==> src/rtl/boot_rom_arbiter.sv <==
// boot_rom_arbiter: shares a synchronous boot ROM between fetch and load requesters with a fixed-latency tag pipeline.
// Define BOOTROM_ARB_RR_EN for round-robin arbitration; the default is fixed priority, ld over if.
module boot_rom_arbiter #(
  parameter int ADDR_W = 64,
  parameter int DATA_W = 32,
  parameter int ROM_AW = 8,
  parameter int RD_LAT = 2
) (
  input  logic              clk,
  input  logic              rst,
  input  logic              if_req,
  input  logic [ADDR_W-1:0] if_addr,
  output logic              if_gnt,
  output logic              if_rvalid,
  output logic [DATA_W-1:0] if_rdata,
  output logic              if_err,
  input  logic              ld_req,
  input  logic [ADDR_W-1:0] ld_addr,
  output logic              ld_gnt,
  output logic              ld_rvalid,
  output logic [DATA_W-1:0] ld_rdata,
  output logic              ld_err,
  output logic              rom_ce,
  output logic [ROM_AW-1:0] rom_addr,
  input  logic [DATA_W-1:0] rom_dout,
  output logic              idle
);
  logic              pick_ld;
  logic              any_gnt;
  logic              in_range;
  logic [ADDR_W-1:0] sel_addr;
  logic [RD_LAT-1:0] tv, town, terr;
  logic              unused;
  // Byte-offset bits carry no information for word-only accesses.
  assign unused = ^{if_addr[1:0], ld_addr[1:0]};
`ifdef BOOTROM_ARB_RR_EN
  logic last_ld;
  always_ff @(posedge clk or posedge rst)
    if (rst) last_ld <= 1'b1;
    else if (any_gnt) last_ld <= ld_gnt;
  assign pick_ld = ld_req && (!if_req || !last_ld);
`else
  assign pick_ld = ld_req;
`endif
  assign ld_gnt   = !rst && pick_ld;
  assign if_gnt   = !rst && if_req && !pick_ld;
  assign any_gnt  = if_gnt || ld_gnt;
  assign sel_addr = pick_ld ? ld_addr : if_addr;
  assign in_range = (sel_addr >> (ROM_AW + 2)) == '0;
  assign rom_ce   = any_gnt && in_range;
  assign rom_addr = rom_ce ? sel_addr[ROM_AW+1:2] : '0;
  // Out-of-range grants still occupy a tag slot so response order and latency stay fixed.
  always_ff @(posedge clk or posedge rst)
    if (rst) begin
      tv   <= '0;
      town <= '0;
      terr <= '0;
    end else begin
      tv[0]   <= any_gnt;
      town[0] <= ld_gnt;
      terr[0] <= any_gnt && !in_range;
      for (int i = 1; i < RD_LAT; i++) begin
        tv[i]   <= tv[i-1];
        town[i] <= town[i-1];
        terr[i] <= terr[i-1];
      end
    end
  assign if_rvalid = tv[RD_LAT-1] && !town[RD_LAT-1];
  assign ld_rvalid = tv[RD_LAT-1] && town[RD_LAT-1];
  assign if_err    = if_rvalid && terr[RD_LAT-1];
  assign ld_err    = ld_rvalid && terr[RD_LAT-1];
  assign if_rdata  = (if_rvalid && !terr[RD_LAT-1]) ? rom_dout : '0;
  assign ld_rdata  = (ld_rvalid && !terr[RD_LAT-1]) ? rom_dout : '0;
  assign idle      = ~|tv;
endmodule

==> config.mk <==
export PLATFORM = sky130hd
export DESIGN_NAME = boot_rom_arbiter
export DESIGN_NICKNAME = d
export VERILOG_FILES = /design/src/rtl/boot_rom_arbiter.sv
export SDC_FILE = /design/constraint.sdc
export NUM_CORES = 1
export LEC_CHECK = 0
export CORE_AREA = 3 3 93 95
export CTS_CLUSTER_SIZE = 30
export DETAILED_ROUTE_END_ITERATION = 8
export DIE_AREA = 0 0 96 98
export PLACE_DENSITY_LB_ADDON = 0.05
export SLEW_MARGIN = 15
export SYNTH_ARGS = -nofsm -noshare
export SYNTH_HDL_FRONTEND = slang
export SYNTH_SLANG_ARGS = --single-unit
==> constraint.sdc <==
create_clock -name clk -period 3.55 [get_ports clk]
set_clock_uncertainty 0.05 [all_clocks]
set_input_delay 1.065 -clock clk [delete_from_list [all_inputs] [get_ports clk]]
set_output_delay 1.065 -clock clk [all_outputs]
set_load 0.05 [all_outputs]
==> results of run 1 <==
## cell usage after synthesis
master	number	area, µm²
and2_1	66	413
nand3_1	3	15.0
buf_1	1	3.75
inv_1	1	3.75
nor2b_1	4	25.0
mux2_2	8	90.1
and3_1	1	6.26
buf_2	1	5.00
and4_1	1	8.76
o22a_1	1	8.76
nor4_1	16	100
or4b_1	1	10.0
a22o_1	1	8.76
nand2_1	8	30.0
nor2_1	9	33.8
nor3b_1	1	7.51
buf_6	1	11.3
or4_1	2	15.0
clkbuf_1	8	30.0
dfrtp_1	6	150
nor4b_2	1	15.0
a31oi_2	1	12.5
nor3_1	7	35.0
nor4b_1	2	17.5
o31a_1	1	8.76
nand4_1	4	25.0
nor4_2	8	100
## sequential cells by signal, indices dropped and copies added, names as in the netlist
name and flops:
town 2, terr 2, tv 2
## metrics by stage
stage | hold slack (ps) | instance area [µm²]
finish | 290 | 4810
detailed placement | 285 | 4670
floorplan | 281 | 1280
global route | 296 | 4810
global placement | 282 | 4670
CTS | 292 | 4780
## power breakdown
group	switching [mW]	internal [mW]	total [mW]
Sequential	0.00209	0.0729	0.0750
Clock	0.0256	0.0725	0.0981
Combinational	0.176	0.271	0.448
## cell families after synthesis
group / count (synthesis) / share of synthesized area
and+or+nand+nor: 134 / 0.720
buffers and inverters: 12 / 0.0452
AOI/OAI and AO/OA: 4 / 0.0326
DFF: 6 / 0.126
muxes: 8 / 0.0757
## repair_timing
item / CTS / global route
hold buffers: 0 / 0
resized for setup: 28 / 7
cloned: 1 / 0
endpoints found under the setup margin: 10 / 9
pin swaps: 16 / 9
setup buffers: 1 / 0
## metal layers
metal / track usage / part of all wire
met3: 0.0624 / 0.12
met5: 0 / 0
met4: 0.0197 / 0.0068
met2: 0.320 / 0.56
met1: 0.171 / 0.31
## cell type report
type | count | area share
Multi-Input combinational cell | 146 | 0.238
Tap cell | 102 | 0.0265
Clock buffer | 3 | 0.00858
Timing Repair Buffer | 260 | 0.695
Sequential cell | 6 | 0.0312
Inverter | 1 | 0.000780
## final timing paths
check	from	endpoint	slack, ps	cells past startpoint
setup / recovery	if_addr[58]	rom_ce	-550	7
hold / removal	town[0]$_DFF_PP0_	town[1]$_DFF_PP0_	290	0
setup reg to reg	tv[0]$_DFF_PP0_	tv[1]$_DFF_PP0_	3010	0
hold reg to reg	town[0]$_DFF_PP0_	town[1]$_DFF_PP0_	290	0
max in group asynchronous	rst	tv[1]$_DFF_PP0_	2090	3
min in group asynchronous	rst	terr[0]$_DFF_PP0_	1180	3
==> impl_metrics.tcl, run 1 <==
set metrics [dict create \
    outcome "finished, violations left" \
    violations "setup timing" \
    yosysUniqueCellTypes 27 \
    final_core_util 0.617 \
    dp_slack_ps -863 \
    crit_fanout 5 \
    ys_seq_elements 6 \
    netlist_area_um2 1190 \
    numCtsBuffers 3 \
    avgSynthCellArea_um2 7.26 \
    grt_overflow 0 \
    cpLargestDelayFamily "simple AND/OR/NAND/NOR gates" \
    grt_antenna_before_repair 0 \
    cap_violations 0 \
    worst_path_largest_cell_delay_ps 520 \
    fin_tns_setup_ps -4360 \
    grt_max_degree 33 \
    max_freq_ghz 0.244 \
    dieArea_um2 9410 \
    routedWlPerCell_um 16.1 \
    final_common_cell "clkdlybuf4s50_1" \
    area_growth_pct 305 \
    multi_input_area_um2 1150 \
    worstPathRequired_ps 2430 \
    cp-end-kind "output pin" \
    cp-start-kind "primary input" \
    p_per_area_nw_per_um2 129 \
    diodes 0 \
    finalCritPeriodShare 1.15 \
    via_per_inst 4.16 \
    cp_cell_sequence "clkbuf_2 > or4_4 > or4_4 > a22o_4 > buf_12 > nor4b_4 > buf_12" \
    hold_viol_final 0 \
    cts-htree-levels 1 \
    insertion_delay_ps 220 \
    layout_common_cells "clkdlybuf4s50_1, buf_12, and2_1" \
    die_h_um 98 \
    p_total_mw 0.621 \
    ios 244 \
    stdcell_count 518 \
    die_w_um 96 \
    n_fill_cell 679 \
    cts_buffer_depth 2 \
    initial_core_util 0.152 \
    crit_type "primary input to output pin" \
    grt_setup_unrepaired "yes" \
    drt_iter0_markers 52 \
    tritoncts "built" \
    critical_path_buf_inv_count 3 \
    num_vias 2157 \
    worstMarginPinSlew_ps 580 \
    rows 32 \
    finalCriticalPeriod_ps 4100 \
    track_usage 0.166 \
    worstPathArrival_ps 2980 \
    slowest_stage "or4_4" \
    setup_slack_ps -549 \
    syn_inst 164 \
    peakVddDrop_mv 0.0745 \
    numPortBuffers 239 \
    ant_nets 0 \
    place_congestion 0.840 \
    synth.yosys.warnings 0 \
    synth.net_count 328 \
    leakagePower_nw 1.95 \
    dp_hpwl_um 7540 \
    cts_sinks 6 \
    grt_pass1_vias 2156 \
    yosysSeqAreaShare 0.126 \
    drc_errors 0 \
    register_area_um2 150 \
    grt_first_pass_wirelength_um 12100 \
    placed_cells 513 \
    core_area_um2 7810 \
    min_path_type "register to register" \
    drv_slew 0 \
    finalSetupViolations 9 \
    routed_wl_um 8340 \
    relSlewSlack 0.612 \
    final_layout_size_suffix_gt1_frac 0.320 \
    clkTransAtPathRegs_ps 30 \
    first_pass_iters 3 \
    cts_root_buf "clkbuf_8" \
    nNetsFinal 582 \
]
Power figures use the tool's default switching activity.
==> run 2: changes to the inputs <==
CTS_CLUSTER_SIZE = 28   (was 30)
PLACE_DENSITY = 0.65   (was not set)
PLACE_DENSITY_LB_ADDON = not set   (was 0.05)
==> run 2 against run 1 <==
Net effect: the run still ends with setup timing left; sequential power about the same; global-route usage barely moved; register-to-register slack barely moved; core utilization down 0.37 points; cell count decreased by 0.19%; via count up 3.9%; clock power grew 5%; flip-flop and latch count is the same; worst setup slack gained 15 ps; first-iteration DRC count fell by 50%; largest power group unchanged; highest routed layer unchanged.
==> impl_metrics.tcl, run 2 (synthesis gave the netlist of run 1 again) <==
set metrics [dict create \
    insertion_delay_ps 220 \
    layout_common_cells "clkdlybuf4s50_1, buf_12, and2_1" \
    worstPathArrival_ps 2970 \
    routedWlPerCell_um 16.2 \
    hold_buffers 0 \
    numCtsBuffers 3 \
    crit_type "primary input to output pin" \
    grt_first_pass_wirelength_um 12300 \
    peakVddDrop_mv 0.0764 \
    hold_viol_final 0 \
    initial_core_util 0.152 \
    placed_cells 510 \
    final_core_util 0.613 \
    multi_input_area_um2 1120 \
    track_usage 0.166 \
    num_vias 2242 \
    drv_slew 0 \
    ios 244 \
    drt_iter0_markers 26 \
    grt_setup_unrepaired "yes" \
    dieArea_um2 9410 \
    cts_sinks 6 \
    finalCriticalPeriod_ps 4080 \
    ant_nets 0 \
    n_fill_cell 656 \
    diodes 0 \
    grt_max_degree 33 \
    grt_overflow 0 \
    setup_slack_ps -533 \
    die_h_um 98 \
    reg.largest.list "terr: 2 flops, town: 2 flops, tv: 2 flops" \
    violations "setup timing" \
    core_area_um2 7810 \
    max_freq_ghz 0.245 \
    register_area_um2 150 \
    finalSetupViolations 9 \
    outcome "finished, violations left" \
    cp-start-kind "primary input" \
    numPortBuffers 239 \
    die_w_um 96 \
    crit_fanout 5 \
    rows 32 \
    nNetsFinal 581 \
    cp-end-kind "output pin" \
    final_common_cell "clkdlybuf4s50_1" \
    routed_wl_um 8360 \
    finalCritPeriodShare 1.15 \
    p_total_mw 0.624 \
    cts_buffer_depth 2 \
    drc_errors 0 \
    via_per_inst 4.34 \
    cts-htree-levels 1 \
    tritoncts "built" \
    min_path_type "register to register" \
    grt_pass1_vias 2454 \
    first_pass_iters 4 \
    grt_antenna_before_repair 0 \
    cap_violations 0 \
    stdcell_count 517 \
    p_per_area_nw_per_um2 130 \
    dp_hpwl_um 7700 \
    area_growth_pct 302 \
    place_congestion 0.856 \
    worstMarginPinSlew_ps 552 \
    worstPathRequired_ps 2430 \
    cts_root_buf "clkbuf_8" \
    clkTransAtPathRegs_ps 40 \
    relSlewSlack 0.631 \
    leakagePower_nw 1.94 \
    final_layout_size_suffix_gt1_frac 0.311 \
]
==> run 2: report_power, final <==
| group | switching, mW | internal, mW | leakage, nW |
|---|---|---|---|
| clock network | 0.0298 | 0.0729 | 0.0216 |
| logic | 0.176 | 0.270 | 1.85 |
| registers | 0.00214 | 0.0729 | 0.0749 |
| total | 0.208 | 0.416 | 1.94 |
==> run 2: cell type report <==
class                      count  share of cell area
clock buffer                   3             0.00863
inverter                       1            0.000785
multi-input combinational    146               0.234
sequential                     6              0.0314
tap                          102              0.0267
timing repair buffer         259               0.698
==> run 2: worst paths after layout <==
check | slack [ps] | cells past startpoint | startpoint | endpoint
worst max-delay path | -530 | 7 | if_addr[58] | rom_addr[7]
worst min-delay path | 290 | 0 | town[0]$_DFF_PP0_ | town[1]$_DFF_PP0_
worst max register to register | 3010 | 0 | tv[0]$_DFF_PP0_ | tv[1]$_DFF_PP0_
worst min register to register | 290 | 0 | town[0]$_DFF_PP0_ | town[1]$_DFF_PP0_
max in group asynchronous | 2070 | 3 | rst | town[1]$_DFF_PP0_
min in group asynchronous | 1190 | 3 | rst | tv[0]$_DFF_PP0_
==> run 2: worst max-delay path: stages <==
cell and delay (ps):
clkbuf_2 80, or4_1 500, or4_4 430, a22o_4 300, buf_12 150, nor4_4 260, buf_12 180
==> run 2: timing repair <==
| action | CTS | global route |
|---|---|---|
| gates cloned | 1 | 0 |
| pin swaps | 12 | 8 |
| gates resized for setup | 19 | 11 |
| setup endpoints to repair | 9 | 9 |
| buffers inserted | 3 | 0 |
==> run 2: through the flow <==
stage | setup TNS (ps) | worst slack, ps | hold slack (ps) | cell area, µm²
after CTS | -5270 | -646 | 294 | 4750
after detailed placement | -7290 | -831 | 286 | 4660
after global routing | -5060 | -593 | 301 | 4780
after floorplan | -4840 | -543 | 281 | 1280
final | -4460 | -533 | 290 | 4780
after global placement | -7270 | -813 | 283 | 4660
==> run 2: layer usage <==
metal  part of all wire  up-vias  GRT usage
met2               0.58      150      0.353
met5                  0        -          0
met4             0.0085        0     0.0317
met3               0.13        6     0.0624
met1               0.28      999      0.136
li1                   -     1087          -
==> run 3: changes to the inputs <==
ABC_AREA = 1   (was not set)
CORE_AREA = 2 2 96 98   (was 3 3 93 95)
DIE_AREA = 0 0 98 100   (was 0 0 96 98)
PLACE_DENSITY = 0.6   (was 0.65)
==> run 3 against run 2 <==
Net effect: the flow now finishes without violations; sequential share of layout area about the same; fmax up 17%; via count up 13%.
==> impl_metrics.tcl, run 3 <==
set metrics [dict create \
    outcome "completed" \
    grt_pass1_vias 2493 \
    grt_max_degree 33 \
    slowest_stage "dlygate4sd2_1" \
    cap_violations 0 \
    grt_first_pass_wirelength_um 11400 \
    relSlewSlack 0.636 \
    cts_sinks 6 \
    rows 35 \
    cts_root_buf "clkbuf_8" \
    yosysMostFrequentCell "nor2_1" \
    insertion_delay_ps 210 \
    yosysUniqueCellTypes 15 \
    diodes 0 \
    synth.net_count 421 \
    ys_seq_elements 6 \
    numCtsBuffers 3 \
    die_h_um 100 \
    ant_nets 0 \
    drt_iter0_markers 19 \
    max_freq_ghz 0.286 \
    p_total_mw 0.638 \
    dieArea_um2 9800 \
    ios 244 \
    netlist_area_um2 1210 \
    grt_setup_unrepaired "yes" \
    final_layout_size_suffix_gt1_frac 0.296 \
    place_congestion 0.734 \
    finalCriticalPeriod_ps 3500 \
    worstPathRequired_ps 3930 \
    finalSetupViolations 0 \
    area_growth_pct 302 \
    dp_hpwl_um 6690 \
    cp-start-kind "primary input" \
    num_vias 2532 \
    routedWlPerCell_um 12.0 \
    worst_path_largest_cell_delay_ps 270 \
    stdcell_count 645 \
    synth_ff_type "dfrtp_1" \
    crit_fanout 6 \
    p_per_area_nw_per_um2 131 \
    core_area_um2 8890 \
    clkTransAtPathRegs_ps 30 \
    via_per_inst 3.93 \
    syn_inst 257 \
    synth_edf_count 0 \
    numPortBuffers 239 \
    reg.largest.list "terr: 2 flops, town: 2 flops, tv: 2 flops" \
    yosysTopAreaCellShare 0.429 \
    hold_viol_final 0 \
    synth.area.top_cells "nor2_1, inv_1, dfrtp_1, nand2_1, mux2i_1" \
    grt_antenna_before_repair 0 \
    synthTopCellsByCount "nor2_1, inv_1, nand2_1" \
    routed_wl_um 7750 \
    min_path_type "register to register" \
    drc_errors 0 \
    initial_core_util 0.136 \
    finalCritPeriodShare 0.986 \
    synth.yosys.warnings 0 \
    die_w_um 98 \
    layout_common_cells "nor2_1, buf_12, clkdlybuf4s50_1" \
    drv_slew 0 \
    cts-htree-levels 1 \
    leakagePower_nw 2.38 \
    crit_type "primary input to asynchronous set/reset pin" \
    avgSynthCellArea_um2 4.69 \
    cts_buffer_depth 2 \
    synth_area_leader_cell "nor2_1" \
    yosysSeqAreaShare 0.124 \
    worstPathArrival_ps 3880 \
    tritoncts "built" \
    cpMostUsedCell "buf_4" \
    first_pass_iters 2 \
    placed_cells 613 \
    final_common_cell "nor2_1" \
    peakVddDrop_mv 0.109 \
    cp-end-kind "asynchronous set/reset pin" \
    track_usage 0.144 \
    worstMarginPinSlew_ps 544 \
    nNetsFinal 700 \
    grt_overflow 0 \
    async_reset_ff_frac 1.00 \
]
==> run 3: cell types whose count changed in the layout (fill, tap and decap cells not counted), sizes merged, moves of 24 or more <==
cell and change:
nand2 +24, nor4 -24, inv +47, clkdlybuf4s15 +41, clkdlybuf4s50 -101, nor2 +130, dlygate4sd2 +47, and2 -64
==> run 3: path summary, 6_finish.rpt <==
kind / from / endpoint / slack (ps) / depth (start not counted)
max reg2reg: tv[0]$_DFF_PP0_ / tv[1]$_DFF_PP0_ / 3000 / 0
min: town[0]$_DFF_PP0_ / town[1]$_DFF_PP0_ / 290 / 0
max in group clk: ld_addr[45] / rom_addr[1] / 80 / 10
max: rst / terr[1]$_DFF_PP0_ / 50 / 28
min in group asynchronous: rst / town[0]$_DFF_PP0_ / 3290 / 28
min reg2reg: town[0]$_DFF_PP0_ / town[1]$_DFF_PP0_ / 290 / 0
==> run 3: power by group <==
part	leakage [nW]	total [mW]	switching, mW	internal (mW)
Clock	0.0216	0.0968	0.0244	0.0724
Combinational	2.29	0.465	0.209	0.257
Sequential	0.0755	0.0756	0.00227	0.0733
Total	2.38	0.638	0.235	0.402
==> run 3: area by class of cell <==
class | count | area (µm²)
tap | 111 | 139
fill | 838 | 4040
clock buffer | 3 | 41.3
multi-input combinational | 195 | 933
inverter | 48 | 180
sequential | 6 | 150
timing repair buffer | 282 | 3410
==> run 3: routing by layer <==
metal | wire (µm) | track usage | share of wire
met1 | 2750 | 0.146 | 0.35
met2 | 4240 | 0.298 | 0.55
met3 | 669 | 0.0320 | 0.086
met4 | 91 | 0.0288 | 0.012
met5 | 0 | 0 | 0
==> run 3: per-stage QoR <==
| step | instance area (µm²) | setup TNS [ps] | utilization | worst slack, ps | hold WS (ps) |
|---|---|---|---|---|---|
| 6_report | 4850 | 0 | 0.546 | 49.0 | 292 |
| 5_1_grt | 4850 | -101 | 0.546 | -20.1 | 306 |
| 4_1_cts | 4820 | 0 | 0.542 | 0.314 | 289 |
| 3_3_place_gp | 4650 | -2930 | 0.523 | -327 | 285 |
| 3_5_place_dp | 4650 | -3410 | 0.523 | -383 | 285 |
| 2_1_floorplan | 1280 | 0 | - | 0.722 | 281 |
==> run 3: timing repair <==
item	4_1_cts	5_1_grt
setup buffers	28	1
resized for setup	125	74
pin swaps	41	42
cloned	1	0
hold buffers	0	0
setup endpoints to repair	9	15
==> run 3: cells by family after synthesis <==
group                  share of synthesized area
AO/OA/AOI/OAI                            0.00415
flip-flops                                 0.124
buffers and inverters                      0.187
multiplexers                              0.0664
AND/OR/NAND/NOR                            0.618
==> run 3: worst max-delay path, delay by kind of cell <==
family / cells / cell delay (ps)
buffers and inverters: 28 / 2820
